File: config.mk
export PLATFORM = sky130hd
export DESIGN_NAME = data_path
export DESIGN_NICKNAME = d
export VERILOG_FILES = /design/src/rtl/data_path.sv
export SDC_FILE = /design/constraint.sdc
export NUM_CORES = 1
export LEC_CHECK = 0
export CORE_MARGIN = 8
export CORE_UTILIZATION = 35
export CTS_CLUSTER_DIAMETER = 40
export DETAILED_ROUTE_END_ITERATION = 12
export PLACE_DENSITY_LB_ADDON = 0.3
export SLEW_MARGIN = 20
export SYNTH_ARGS = -nofsm -noshare
export SYNTH_HDL_FRONTEND = slang
export SYNTH_SLANG_ARGS = --single-unit
export TNS_END_PERCENT = 1
File: constraint.sdc
create_clock -name clk -period 6 [get_ports clk]
set_input_delay 1.5 -clock clk [delete_from_list [all_inputs] [get_ports clk]]
set_output_delay 1.5 -clock clk [all_outputs]
set_load 0.03 [all_outputs]
File: src/rtl/data_path.sv
// data_path: double-buffered SIZE/BRST control registers with HOLD/COMMIT
// Define WRITE_LOCK_EN to add the set-only CTRL.LOCK bit that freezes shadow and HOLD writes.
module data_path #(
    parameter int DATA_W = 32,
    parameter int ADDR_W = 4
) (
    input  logic              clk,
    input  logic              reset,
    input  logic [ADDR_W-1:0] addr,
    input  logic [DATA_W-1:0] dataIn,
    input  logic              write,
    output logic [DATA_W-1:0] dataOut,
    output logic [DATA_W-1:0] size,
    output logic [DATA_W-1:0] brst,
    output logic              pending
);
    logic [DATA_W-1:0] size_sh, brst_sh;
    logic              hold, commit, lock, wr_ok;
    logic              sel_size, sel_brst, sel_ctrl;
    assign sel_size = write && addr == ADDR_W'(0);
    assign sel_brst = write && addr == ADDR_W'(1);
    assign sel_ctrl = write && addr == ADDR_W'(2);
`ifdef WRITE_LOCK_EN
    always_ff @(posedge clk)
        if (reset)
            lock <= 1'b0;
        else if (sel_ctrl && dataIn[2])
            lock <= 1'b1;
`else
    assign lock = 1'b0;
`endif
    assign wr_ok = !lock;
    // Active copies load from pre-edge shadows, so a same-edge shadow write lands one load later.
    always_ff @(posedge clk)
        if (reset) begin
            size_sh <= '0;
            brst_sh <= '0;
            size    <= '0;
            brst    <= '0;
            hold    <= 1'b0;
            commit  <= 1'b0;
        end else begin
            if (!hold || commit) begin
                size <= size_sh;
                brst <= brst_sh;
            end
            if (sel_size && wr_ok)
                size_sh <= dataIn;
            if (sel_brst && wr_ok)
                brst_sh <= dataIn;
            if (sel_ctrl && wr_ok)
                hold <= dataIn[0];
            commit <= sel_ctrl && dataIn[1];
        end
    assign pending = (size_sh != size) || (brst_sh != brst);
    always_comb
        dataOut = addr == ADDR_W'(0) ? size_sh :
                  addr == ADDR_W'(1) ? brst_sh :
                  addr == ADDR_W'(2) ? DATA_W'({lock, 1'b0, hold}) :
                  addr == ADDR_W'(3) ? DATA_W'(pending) : '0;
endmodule

==> results.tsv <==
stage	metric	value	unit
status	run status	finished clean	
synthesis	xor/xnor share of the synthesized area	10.2	%
timing	fin. max-slew vios	0	
route	Vias	5142	
grt	pin count of the biggest net entering global routing	82	
synthesis	register area share after synthesis	47.3	%
place	port bufs	135	
route	drt initial violations	403	
place	pre-CTS setup slack	677	ps
timing	part of the cycle the worst path needs	89.1	%
clock_tree	CTS tree	yes	
synthesis	Post-Syn Nets	737	
timing	final setup vio count	0	
route	Antenna Nets Post-Route	0	
clock_tree	setup bufs post-CTS	0	
die	Rows	46	
clock_tree	clk buf depth	2	
synthesis	Synth Area in Simple Gates	21.9	%
pwr	P per Cell Area	270	nW/um2
synthesis	Synth area leader	dfxtp_1	
route	vias per cell	4.94	
worst_setup_path	critical path type	input port to output pin	
clock_tree	total CTS buffers	17	
pwr	leakage	2.91	nW
min_path	HP Class	flip-flop to flip-flop	
timing	worst slew margin relative to its limit	40.2	%
worst_setup_path	CP startpoint kind	input port	
synthesis	Post-Syn Instances	698	
clock_tree	clock root cell	clkbuf_16	
clock_tree	CTS sink cnt	130	
pwr	Peak VDD IR	0.000178	V
timing	FMAX	0.187	GHz
final_layout	Final #Nets	851	
place	routability-driven placement congestion ratio	0.807	
synthesis	top-area cell type share of the netlist area	47.3	%
final_layout	Fillers	1528	
die	die area	20000	um2
die	die height	141	um
timing	fin crit period	5350	ps
place	HPWL Detailed	13200	um
route	Residual DRC	0	
final_layout	number of diodes	0	
clock_tree	CTS Hold Bufs	0	
worst_setup_path	critical path required time	4500	ps
timing	Setup Skew	7.07	ps
route	Routed WL per cell	18.4	um
timing	Fin Setup TNS	0	ps
worst_setup_path	Worst EP arrival	3850	ps
route	final wirelength	19100	um
worst_setup_path	Worst setup EP type	output pin	
die	I/O pin count	136	
clock_tree	post_cts resized	0	
clock_tree	htree depth	4	
worst_setup_path	R2R depth	4	
timing	slew of the pin with the lowest slew margin	896	ps
final_layout	Layout area overhead	38.8	%
synthesis	post-synth cell types	24	
grt	global-route wire length before repair	29200	um
clock_tree	Clock Latency Late Sink	420	ps
clock_tree	Reg clk slew, reported paths	50	ps
synthesis	Synth Register Bits	130	
grt	initial antenna violation count	0	
synthesis	multiplexer share of the synthesized area	0.363	%
die	Initial Util	35.2	%
grt	vias in the first global route	4932	
synthesis	mapped cell area	5510	um2
grt	gr usage total	19.2	%
die	Die Wd	141	um
final_layout	share of cells above drive strength 1	5.70	%
synthesis	Ys Warns	0	
route	drt first pass iters	4	
synthesis	largest family of logic cells by synthesized area	simple AND/OR/NAND/NOR gates	
job	Max Cap Viol	0	
synthesis	Synth Area in Compound Gates	16.9	%
timing	final hold slack	475	ps
timing	Final Hold Vio Count	0	
grt	final global-route overflow total	0	
timing	RSZ-0062 raised after global routing	false	
synthesis	largest cells by area after synthesis	dfxtp_1 (47%), nand2_1 (18%), a21oi_1 (12%)	
synthesis	syn avg cell area	7.89	um2
synthesis	Synth Area in Adders	0	%
timing	Final WS setup	653	ps
min_path	worst hold path stage count	2	
worst_setup_path	maximum fanout along the worst path	25	
die	Core ar.	15700	um2
==> through the flow <==
step	total power [mW]	cell area, um2	cells	utilization [%]
6_report	2.06	7640	1041	48.8
5_1_grt	2.13	7640	1041	48.8
4_1_cts	2.08	7640	1041	48.8
3_5_place_dp	1.03	7050	1009	45.0
3_3_place_gp	1.03	7050	1009	45.0
2_1_floorplan	0.959	5510	698	-
==> layout make-up <==
class / count / area, um2 / share of cell area, %
clock buffers: 22 / 464 / 6.07
clock inverters: 10 / 133 / 1.74
multi-input cells: 520 / 2750 / 36.0
flip-flops and latches: 130 / 2600 / 34.1
well taps: 216 / 270 / 3.54
repair buffers: 143 / 1420 / 18.6
==> registers in the layout, indices dropped and copies added, names as in the netlist <==
name     count
hold         1
size_sh     32
brst_sh     32
size        32
brst        32
commit       1
==> metal layers <==
metal	vias up	global-route usage (%)	part of all wire [%]
met1	2415	24.2	44
met5	-	0	0
li1	2542	-	-
met4	0	5.94	1.6
met3	19	6.72	8.1
met2	166	30.1	46
==> synthesized netlist by cell type <==
cell type,number
nand2_1,259
dfxtp_1,130
a21oi_1,128
xor2_1,64
clkbuf_1,37
a22o_1,31
nor4_1,14
buf_2,6
buf_1,5
nand4_1,4
nor4_2,3
mux2i_1,2
nor2_1,2
nor2b_1,2
o21ai_0,2
a22o_2,1
and2_0,1
and2_1,1
nand2b_1,1
nand3_1,1
nor3_1,1
nor3b_1,1
nor4b_2,1
or4_4,1
==> logic make-up (layout without fill, tap and decap cells) <==
group,Yosys count,after routing
AOI/OAI and AO/OA,162,162
xor gates and xnor gates,64,64
buffers and inverters,48,175
DFF,130,130
muxes,2,2
and+or+nand+nor,292,292
==> where the power goes <==
| group | switching (mW) | leakage, nW | internal, mW | total, mW |
|---|---|---|---|---|
| clock network | 0.380 | 0.286 | 0.672 | 1.05 |
| registers | 0.0103 | 1.05 | 0.872 | 0.883 |
| logic | 0.0729 | 1.58 | 0.0525 | 0.125 |
| total | 0.463 | 2.91 | 1.60 | 2.06 |
==> worst paths after layout <==
path / from / to / slack, ps
setup / recovery: addr[3] / dataOut[20] / 650
hold / removal: brst[13]$_SDFFE_PP0P_ / brst[13]$_SDFFE_PP0P_ / 470
hold reg to reg: brst[13]$_SDFFE_PP0P_ / brst[13]$_SDFFE_PP0P_ / 470
setup reg to reg: hold$_SDFFE_PP0P_ / size[4]$_SDFFE_PP0P_ / 4030
==> critical path, stage by stage <==
cell and delay, ps:
clkdlybuf4s50_1 530, nor4_4 690, buf_12 260, a22o_1 170, clkdlybuf4s50_1 670
==> placed cells by master, fill, tap and decap left out, drive strengths merged <==
| cell | n |
|---|---|
| a21oi | 128 |
| a22o | 32 |
| and2 | 2 |
| buf | 9 |
| bufinv | 3 |
| clkbuf | 22 |
| clkdlybuf4s50 | 134 |
| clkinv | 4 |
| clkinvlp | 3 |
| dfxtp | 130 |
| mux2i | 2 |
| nand2 | 259 |
| nand2b | 1 |
| nand3 | 1 |
| nand4 | 4 |
| nor2 | 2 |
| nor2b | 2 |
| nor3 | 1 |
| nor3b | 1 |
| nor4 | 17 |
| nor4b | 1 |
| o21ai | 2 |
| or4 | 1 |
| xor2 | 64 |
Power figures use the tool's default switching activity.
